`src/rtl/alu_entry_sequencer_pkg.sv`:
```
// rtl/alu_entry_sequencer_pkg.sv - shared types and constants for the ALU entry sequencer
package alu_seq_pkg;

  localparam int WIDTH_DEF = 7;
  localparam int OPW_DEF   = 2;
  localparam int FLAGW_DEF = 5;

  typedef enum logic [2:0] {
    WAIT_A  = 3'd0,
    WAIT_B  = 3'd1,
    WAIT_OP = 3'd2,
    CALC    = 3'd3,
    SHOW    = 3'd4
  } seq_state_t;

  // One-hot front-panel LED patterns; CALC shows all LEDs dark
  localparam logic [3:0] LED_WAIT_A  = 4'b0001;
  localparam logic [3:0] LED_WAIT_B  = 4'b0010;
  localparam logic [3:0] LED_WAIT_OP = 4'b0100;
  localparam logic [3:0] LED_SHOW    = 4'b1000;
  localparam logic [3:0] LED_CALC    = 4'b0000;

endpackage

```
`src/rtl/alu_entry_sequencer_if.sv`:
```
// rtl/alu_entry_sequencer_if.sv - switch/button, ALU and display signals of the entry sequencer
interface alu_entry_sequencer_if
  import alu_seq_pkg::*;
#(
  parameter int WIDTH = WIDTH_DEF,
  parameter int OPW   = OPW_DEF,
  parameter int FLAGW = FLAGW_DEF
) ();

  logic             enter_btn;
  logic             undo_btn;
  logic [WIDTH-1:0] data_in;
  logic [WIDTH-1:0] alu_a;
  logic [WIDTH-1:0] alu_b;
  logic [OPW-1:0]   alu_op;
  logic [WIDTH-1:0] alu_result;
  logic [FLAGW-1:0] alu_flags;
  logic [WIDTH-1:0] result_q;
  logic [FLAGW-1:0] flags_q;
  logic             result_valid;
  logic [WIDTH-1:0] display_value;
  logic [3:0]       state_leds;

  // Sequencer side
  modport slave (
    input  enter_btn, undo_btn, data_in, alu_result, alu_flags,
    output alu_a, alu_b, alu_op, result_q, flags_q, result_valid,
           display_value, state_leds
  );

  // Board / ALU side
  modport master (
    output enter_btn, undo_btn, data_in, alu_result, alu_flags,
    input  alu_a, alu_b, alu_op, result_q, flags_q, result_valid,
           display_value, state_leds
  );

endinterface

```
`src/rtl/alu_entry_sequencer_rise_pulse.sv`:
```
// rtl/alu_entry_sequencer_rise_pulse.sv - rising-edge detector for an already-synchronised button level
module rise_pulse (
  input  logic clk,
  input  logic reset,
  input  logic level_i,
  output logic pulse_o
);

  logic prev_q;

  // Previous level; resets high so a button held through reset does not fire
  always_ff @(posedge clk) begin
    if (reset) prev_q <= 1'b1;
    else       prev_q <= level_i;
  end

  assign pulse_o = level_i & ~prev_q;

endmodule

```
`src/rtl/alu_entry_sequencer.sv`:
```
// rtl/alu_entry_sequencer.sv - steps A, B and opcode entry, then captures the ALU result for display
module alu_entry_sequencer
  import alu_seq_pkg::*;
#(
  parameter int WIDTH = WIDTH_DEF,
  parameter int OPW   = OPW_DEF,
  parameter int FLAGW = FLAGW_DEF
) (
  input  logic                  clk,
  input  logic                  reset,
  alu_entry_sequencer_if.slave  bus
);

  seq_state_t       state_q;
  logic [WIDTH-1:0] alu_a_q;
  logic [WIDTH-1:0] alu_b_q;
  logic [OPW-1:0]   alu_op_q;
  logic [WIDTH-1:0] result_q;
  logic [FLAGW-1:0] flags_q;
  logic             result_valid_q;
  logic             enter_pulse;
  logic             undo_pulse;
  logic [WIDTH-1:0] display_d;
  logic [3:0]       leds_d;

  rise_pulse u_enter_edge (
    .clk     (clk),
    .reset   (reset),
    .level_i (bus.enter_btn),
    .pulse_o (enter_pulse)
  );

  rise_pulse u_undo_edge (
    .clk     (clk),
    .reset   (reset),
    .level_i (bus.undo_btn),
    .pulse_o (undo_pulse)
  );

  // Entry FSM; undo takes precedence over enter, and CALC ignores both
  always_ff @(posedge clk) begin
    if (reset) begin
      state_q        <= WAIT_A;
      alu_a_q        <= '0;
      alu_b_q        <= '0;
      alu_op_q       <= '0;
      result_q       <= '0;
      flags_q        <= '0;
      result_valid_q <= 1'b0;
    end else begin
      case (state_q)
        WAIT_A: begin
          if (!undo_pulse && enter_pulse) begin
            alu_a_q <= bus.data_in;
            state_q <= WAIT_B;
          end
        end
        WAIT_B: begin
          if (undo_pulse) begin
            state_q <= WAIT_A;
          end else if (enter_pulse) begin
            alu_b_q <= bus.data_in;
            state_q <= WAIT_OP;
          end
        end
        WAIT_OP: begin
          if (undo_pulse) begin
            state_q <= WAIT_B;
          end else if (enter_pulse) begin
            alu_op_q <= bus.data_in[OPW-1:0];
            state_q  <= CALC;
          end
        end
        CALC: begin
          result_q       <= bus.alu_result;
          flags_q        <= bus.alu_flags;
          result_valid_q <= 1'b1;
          state_q        <= SHOW;
        end
        SHOW: begin
          if (undo_pulse) begin
            result_valid_q <= 1'b0;
            state_q        <= WAIT_OP;
          end else if (enter_pulse) begin
            result_valid_q <= 1'b0;
            state_q        <= WAIT_A;
          end
        end
        default: begin
          result_valid_q <= 1'b0;
          state_q        <= WAIT_A;
        end
      endcase
    end
  end

  // Display source and LED pattern follow the current state
  always_comb begin
    display_d = '0;
    leds_d    = LED_CALC;
    case (state_q)
      WAIT_A: begin
        display_d = bus.data_in;
        leds_d    = LED_WAIT_A;
      end
      WAIT_B: begin
        display_d = bus.data_in;
        leds_d    = LED_WAIT_B;
      end
      WAIT_OP: begin
        display_d = {{(WIDTH-OPW){1'b0}}, bus.data_in[OPW-1:0]};
        leds_d    = LED_WAIT_OP;
      end
      CALC: begin
        display_d = {{(WIDTH-OPW){1'b0}}, alu_op_q};
        leds_d    = LED_CALC;
      end
      SHOW: begin
        display_d = result_q;
        leds_d    = LED_SHOW;
      end
      default: begin
        display_d = '0;
        leds_d    = LED_CALC;
      end
    endcase
  end

  assign bus.alu_a         = alu_a_q;
  assign bus.alu_b         = alu_b_q;
  assign bus.alu_op        = alu_op_q;
  assign bus.result_q      = result_q;
  assign bus.flags_q       = flags_q;
  assign bus.result_valid  = result_valid_q;
  assign bus.display_value = display_d;
  assign bus.state_leds    = leds_d;

endmodule

```
`src/flat_wrapper.sv`:
```
// flat-port wrapper written by rule: the top's interface ports become plain ports
module alu_entry_sequencer_flat import alu_seq_pkg::*;
#(
  parameter int WIDTH = WIDTH_DEF,
  parameter int OPW   = OPW_DEF,
  parameter int FLAGW = FLAGW_DEF
)
  (clk, reset, bus_enter_btn, bus_undo_btn, bus_data_in, bus_alu_result, bus_alu_flags, bus_alu_a, bus_alu_b, bus_alu_op, bus_result_q, bus_flags_q, bus_result_valid, bus_display_value, bus_state_leds);
  alu_entry_sequencer_if #(.WIDTH(WIDTH), .OPW(OPW), .FLAGW(FLAGW)) bus_i ();
  input  logic clk;
  input  logic reset;
  input wire logic [$bits(bus_i.enter_btn)-1:0] bus_enter_btn;
  input wire logic [$bits(bus_i.undo_btn)-1:0] bus_undo_btn;
  input wire logic [$bits(bus_i.data_in)-1:0] bus_data_in;
  input wire logic [$bits(bus_i.alu_result)-1:0] bus_alu_result;
  input wire logic [$bits(bus_i.alu_flags)-1:0] bus_alu_flags;
  output wire logic [$bits(bus_i.alu_a)-1:0] bus_alu_a;
  output wire logic [$bits(bus_i.alu_b)-1:0] bus_alu_b;
  output wire logic [$bits(bus_i.alu_op)-1:0] bus_alu_op;
  output wire logic [$bits(bus_i.result_q)-1:0] bus_result_q;
  output wire logic [$bits(bus_i.flags_q)-1:0] bus_flags_q;
  output wire logic [$bits(bus_i.result_valid)-1:0] bus_result_valid;
  output wire logic [$bits(bus_i.display_value)-1:0] bus_display_value;
  output wire logic [$bits(bus_i.state_leds)-1:0] bus_state_leds;
  assign bus_i.enter_btn = bus_enter_btn;
  assign bus_i.undo_btn = bus_undo_btn;
  assign bus_i.data_in = bus_data_in;
  assign bus_i.alu_result = bus_alu_result;
  assign bus_i.alu_flags = bus_alu_flags;
  assign bus_alu_a = bus_i.alu_a;
  assign bus_alu_b = bus_i.alu_b;
  assign bus_alu_op = bus_i.alu_op;
  assign bus_result_q = bus_i.result_q;
  assign bus_flags_q = bus_i.flags_q;
  assign bus_result_valid = bus_i.result_valid;
  assign bus_display_value = bus_i.display_value;
  assign bus_state_leds = bus_i.state_leds;
  alu_entry_sequencer #(.WIDTH(WIDTH), .OPW(OPW), .FLAGW(FLAGW)) u_core (.clk(clk), .reset(reset), .bus(bus_i));
endmodule
```
`config.mk`:
```
export PLATFORM = sky130hd
export DESIGN_NAME = alu_entry_sequencer_flat
export DESIGN_NICKNAME = d
export VERILOG_FILES = /design/src/rtl/alu_entry_sequencer_pkg.sv /design/src/rtl/alu_entry_sequencer_if.sv /design/src/rtl/alu_entry_sequencer_rise_pulse.sv /design/src/rtl/alu_entry_sequencer.sv /design/src/flat_wrapper.sv
export SDC_FILE = /design/constraint.sdc
export NUM_CORES = 1
export LEC_CHECK = 0
export ABC_AREA = 1
export BUFFER_PORTS_ARGS = -buffer_cell sky130_fd_sc_hd__buf_2
export CORE_MARGIN = 4
export CORE_UTILIZATION = 49
export DETAILED_ROUTE_END_ITERATION = 8
export GPL_TIMING_DRIVEN = 0
export PLACE_DENSITY = 0.82
export RECOVER_POWER = 100
export REMOVE_ABC_BUFFERS = 1
export SLEW_MARGIN = 10
export SYNTH_ARGS = -nofsm -noshare
export SYNTH_HDL_FRONTEND = slang
export SYNTH_SLANG_ARGS = --single-unit
```
`constraint.sdc`:
```
create_clock -name clk -period 1.95 [get_ports clk]
set_input_delay 0.195 -clock clk [delete_from_list [all_inputs] [get_ports clk]]
set_output_delay 0.195 -clock clk [all_outputs]
set_load 0.1 [all_outputs]
```
==> flow_summary_export.csv, run 1 <==
group,metric,value,unit
clock_tree,cts.sinks,34,
clock_tree,clkLatencyLatePin,0.34,ns
finish,n_fill_cell,265,
power,power_frac_seq,0.264,
drt,vias,1483,
setup_path,end_kind,"primary output",
clock_tree,cts-root-buf,"clkbuf_4",
finish,multi_input_area,647,um2
synth,yosys_warnings,0,
power,peakVddDrop,1.67,mV
finish,n_antenna_cell,0,
finish,area_growth,28.9,%
synth,syn_avg_cell_area,7.20,um2
timing,fin_ws,0.109,ns
power,p_leak,0.946,nW
drt,drc_errors,0,
place,gp_congestion,0.879,
floorplanning,initial_utilization,0.517,
floorplanning,ios,63,
drt,ant_nets,0,
setup_path,cp-start-kind,"flop",
finish,nNetsFinal,284,
synth,synth_cells,198,
timing,tightestPinTransition,0.800,ns
setup_path,arrival,1.65,ns
setup_path,crit_type,"reg -> out",
setup_path,path_delay_family,"buffers and inverters",
global_routing,grt_pass1_vias,1257,
synth,netlist_area,1430,um2
power,p_sw,0.00210,W
drt,dr.pass1.iters,4,
timing,maxSlewViolCount,0,
status,outcome,"finished clean",
job,drv_cap,0,
global_routing,grt_overflow,0,
power,report.power.total,0.00348,W
drt,routed_wl,3690,um
timing,finalCriticalPeriod,1.84,ns
timing,setup_violations,0,
timing,rsz0062_at_grt,"false",
synth,yosys-top-cells-area,"dfxtp_1, nor2_1, o21ai_0, nand2_1, a22o_1",
place,io_buffers,62,
setup_path,cp_slowest_stage_delay,0.37,ns
power,power.density,1890,nW/um2
place,dp_cells,285,
clock_tree,cts_tree,"yes",
drt,wl_per_cell,12.7,um
global_routing,grt_antenna_before_repair,0,
global_routing,grt_usage,0.205,
place,pre_cts_slack,-0.129,ns
timing,slew_headroom,0.466,
place,place.detailed.hpwl,2620,um
floorplanning,dieArea,3840,um2
synth,synth_top_area_frac,0.477,
power,netSwitchingFraction,0.603,
finish,seqCellArea,684,um2
floorplanning,die_w,62.0,um
floorplanning,rows,19,
synth,yosys.area.top_type,"dfxtp_1",
timing,fin_crit_sh,0.944,
drt,viasPerCell,5.10,
clock_tree,cts_max_level,2,
setup_path,cp.required,1.75,ns
power,pwr-share-clk,0.110,
power,pwr-share-comb,0.626,
global_routing,grt_max_degree,32,
power,p_int,0.00138,W
timing,final.setup_skew,0.00781,ns
finish,drive_gt1_frac,0.300,
synth,synth_seq_area_share,0.477,
timing,fmaxAchievable,543,MHz
synth,ys_ff_latch,34,
setup_path,slowest_stage,"dfxtp_2",
floorplanning,die_y,62.0,um
setup_path,worstPathCellList,"inv_1, nand3_4, inv_6, nand2_1, nand3_1, buf_4",
global_routing,grt_pass1_wl,5790,um
setup_path,worst-path-max-fanout,15,
timing,hold_viol,0,
clock_tree,cts_hold_buffers,0,
finish,final_cells,291,
setup_path,path_buf_inv,3,
clock_tree,cts_max_path_buffers,2,
clock_tree,cts_buffers,5,
clock_tree,path_clk_slew,0.10,ns
timing,setup-tns-final,0,ns
synth,ys_types,17,
drt,drtIter0Drc,71,
floorplanning,core_area,2760,um2
min_path,hp-class,"in -> reg",
[worst register-to-register path, stage by stage (launching register included)]
cell	delay, ns
dfxtp_2	0.38
nor2_4	0.13
inv_1	0.09
nor2_4	0.09
inv_1	0.07
nor2_1	0.34
inv_1	0.22
nor2_1	0.14
nor2_1	0.06
[final timing paths]
kind | start | to | slack (ns) | depth (start not counted)
max | u_core.state_q[2] | bus_display_value[0] | 0.11 | 6
min | bus_undo_btn | u_core.u_undo_edge.prev_q | 0.05 | 3
min reg2reg | u_core.bus.flags_q[0] | u_core.bus.flags_q[0] | 0.49 | 2
max reg2reg | u_core.state_q[0] | u_core.bus.alu_a[2] | 0.32 | 8
[repair_timing]
action                                 4_1_cts  5_1_grt
setup endpoints to repair                    7        7
pin swaps                                    0        0
resized for setup                           17        8
setup buffers                                0        0
gates cloned                                 0        0
endpoints found under the hold margin        0        0
[cell usage after synthesis, drive strengths merged]
cell,instances
dfxtp,34
a22o,5
nor2,78
or2,1
a21oi,4
o21ai,30
nand2,17
nand3,7
clkbuf,3
buf,3
inv,16
[flip-flops by register name, summed over array words and instances (netlist names)]
register                    count
u_core.state_q                  3
u_core.u_enter_edge.prev_q      1
u_core.bus.result_q             7
u_core.bus.alu_a                7
u_core.bus.alu_b                7
u_core.bus.result_valid         1
u_core.bus.flags_q              5
u_core.u_undo_edge.prev_q       1
u_core.bus.alu_op               2
[metrics by stage]
stage / area, um2 / hold WS (ns) / util
5_1_grt: 1840 / 0.0620 / 0.667
6_report: 1840 / 0.0501 / 0.667
2_1_floorplan: 1390 / 0.264 / -
3_5_place_dp: 1740 / 0.399 / 0.631
3_3_place_gp: 1740 / 0.396 / 0.631
4_1_cts: 1850 / 0.0406 / 0.670
[per-layer routing]
layer	vias up	wire (um)	GRT usage
met5	-	0	0
met4	0	67	0.0818
met3	9	313	0.0620
met2	54	1730	0.309
met1	665	1590	0.274
li1	755	-	-
[cell families after synthesis]
family	share of synthesized area
buffers and inverters	0.0667
AO/OA/AOI/OAI	0.150
AND/OR/NAND/NOR	0.306
flip-flops	0.477
[final cells by class]
cell class	instances	area share
clock buffer	6	0.0279
inverter	16	0.0354
multi-input combinational	142	0.352
sequential	34	0.372
tap	31	0.0211
timing repair buffer	62	0.192
[power by group through the flow]
stage	sequential, W	clock, W	combinational (W)
5_1_grt	0.000936	0.000412	0.00228
3_3_place_gp	0.000905	0	0.00209
3_5_place_dp	0.000906	0	0.00210
2_1_floorplan	0.00145	0	0.00124
6_report	0.000917	0.000382	0.00218
4_1_cts	0.000905	0.000386	0.00220
[cell usage in the layout (no fill, tap or decap), types with 2 or more instances in the layout]
| cell | instances |
|---|---|
| inv_1 | 14 |
| o21ai_0 | 30 |
| dfxtp_1 | 31 |
| nand3_1 | 5 |
| nor2_4 | 2 |
| nand2_1 | 16 |
| buf_2 | 21 |
| a21oi_1 | 4 |
| a22o_1 | 5 |
| buf_6 | 5 |
| dfxtp_2 | 3 |
| nor2_1 | 76 |
| clkbuf_2 | 33 |
| clkbuf_4 | 5 |
Note: power is estimated with default switching activity, not from simulation.
==> inputs of run 2 (changes only) <==
--- a/config.mk
+++ b/config.mk
@@ -8,10 +8,10 @@
 export ABC_AREA = 1
 export BUFFER_PORTS_ARGS = -buffer_cell sky130_fd_sc_hd__buf_2
 export CORE_MARGIN = 4
-export CORE_UTILIZATION = 49
+export CORE_UTILIZATION = 25
 export DETAILED_ROUTE_END_ITERATION = 8
 export GPL_TIMING_DRIVEN = 0
-export PLACE_DENSITY = 0.82
+export PLACE_DENSITY_LB_ADDON = 0.25
 export RECOVER_POWER = 100
 export REMOVE_ABC_BUFFERS = 1
 export SLEW_MARGIN = 10
==> run 2 against run 1 <==
Compared with the run above:
- sequential cell count is the same
- combinational power is essentially flat
- worst hold slack gained 0.066 ns
- count of clock-buffer cells in the layout grew 1
- worst setup slack gained 0.012 ns
- power grew 3.5%
- core utilization shrank 32 points
- sequential power is essentially flat
- fmax grew 0.66%
- largest power group unchanged
- highest routed layer unchanged
==> flow_summary_export.csv, run 2 (same netlist as run 1, synthesis figures left out) <==
group,metric,value,unit
drt,wl_per_cell,12.1,um
clock_tree,cts_max_level,2,
place,place.detailed.hpwl,3000,um
floorplanning,rows,27,
floorplanning,die_y,83.5,um
setup_path,worst-path-max-fanout,6,
floorplanning,ios,63,
floorplanning,core_area,5510,um2
global_routing,grt_max_degree,32,
place,io_buffers,62,
timing,maxSlewViolCount,0,
min_path,hp-class,"in -> reg",
place,gp_congestion,0.739,
clock_tree,clkLatencyLatePin,0.28,ns
timing,setup_violations,0,
clock_tree,path_clk_slew,0.07,ns
drt,routed_wl,4060,um
clock_tree,cts_tree,"yes",
drt,wl_met2,1910,um
global_routing,grt_pass1_vias,1460,
finish,final_cell_mix,"nor2_1, dfxtp_1, o21ai_0",
setup_path,arrival,1.63,ns
drt,ant_nets,0,
timing,finalCriticalPeriod,1.83,ns
setup_path,end_kind,"primary output",
finish,n_antenna_cell,0,
clock_tree,cts_max_path_buffers,2,
floorplanning,initial_utilization,0.259,
finish,area_growth,33.2,%
power,power.density,1890,nW/um2
floorplanning,die_w,83.5,um
drt,drtIter0Drc,55,
floorplanning,dieArea,6980,um2
timing,tightestPinTransition,1.17,ns
finish,drive_gt1_frac,0.248,
setup_path,cp-start-kind,"flop",
global_routing,grt_usage,0.126,
drt,wl_met1,1880,um
clock_tree,cts.sinks,34,
drt,viasPerCell,4.37,
timing,hold_viol,0,
timing,slew_headroom,0.220,
finish,final_area,1900,um2
setup_path,cp.required,1.75,ns
global_routing,grt_pass1_wl,6960,um
finish,nNetsFinal,284,
place,pre_cts_slack,-0.248,ns
drt,dr.pass1.iters,4,
power,report.power.total,0.00360,W
power,p_leak,0.911,nW
finish,final_common_cell,"nor2_1",
timing,fin_crit_sh,0.938,
timing,final.setup_skew,0.00421,ns
place,dpl-instance-area,1790,um2
clock_tree,cts_buffers,5,
drt,top_layer_used,"met4",
drt,wl_met3,216,um
timing,fin_ws,0.121,ns
setup_path,crit_type,"reg -> out",
clock_tree,cts-root-buf,"clkbuf_8",
timing,rsz0062_at_grt,"false",
global_routing,grt_antenna_before_repair,0,
clock_tree,cts_hold_buffers,0,
drt,drc_errors,0,
power,peakVddDrop,0.503,mV
drt,vias,1459,
job,drv_cap,0,
global_routing,grt_overflow,0,
status,outcome,"finished clean",
timing,fmaxAchievable,547,MHz
timing,setup-tns-final,0,ns
==> run 2: cell count changes in the layout (fill, tap and decap cells not counted), sizes merged <==
cell    before  now
clkinv       0    1
clkbuf      40   41
==> run 2: where the power goes <==
part / total [W] / switching (W) / internal, W
sequential: 0.000915 / 0.000110 / 0.000806
clock: 0.000535 / 0.000250 / 0.000285
combinational: 0.00215 / 0.00176 / 0.000387
==> run 2: path summary, 6_finish.rpt <==
kind                            slack, ns                     from                         end  depth (start not counted)
worst max register to register       0.30        u_core.state_q[0]         u_core.bus.alu_a[1]                          8
worst max-delay path                 0.12        u_core.state_q[0]        bus_display_value[6]                          7
worst min register to register       0.49  u_core.bus.result_valid     u_core.bus.result_valid                          2
worst min-delay path                 0.12            bus_enter_btn  u_core.u_enter_edge.prev_q                          2
==> run 2: layout make-up <==
class	instances	area [um2]
inverter	16	65.1
tap	72	90.1
fill	613	3610
sequential	34	683
clock inverter	1	5.00
multi-input combinational	142	639
timing repair buffer	62	332
clock buffer	7	86.3
==> run 2: critical path, stage by stage, from the launching register on <==
cell,delay [ns]
dfxtp_2,0.37
nor2_2,0.15
inv_1,0.10
nor2_4,0.11
inv_2,0.05
nand2_1,0.16
a22o_1,0.19
buf_6,0.23
==> run 2: metrics by stage <==
step	cells	hold slack, ns	utilization
after floorplan	192	0.264	-
after global placement	326	0.400	0.325
after detailed placement	326	0.399	0.325
after CTS	334	0.0967	0.349
after global routing	334	0.115	0.345
final	334	0.116	0.345
==> run 2: timing repair <==
action | CTS | global route
buffers inserted | 0 | 0
endpoints found under the setup margin | 7 | 7
resized for setup | 13 | 6
==> run 2: layer usage <==
layer / vias up / GRT usage
met2: 40 / 0.210
met3: 6 / 0.0405
met4: 0 / 0.0395
met5: - / 0
li1: 754 / -
met1: 659 / 0.154
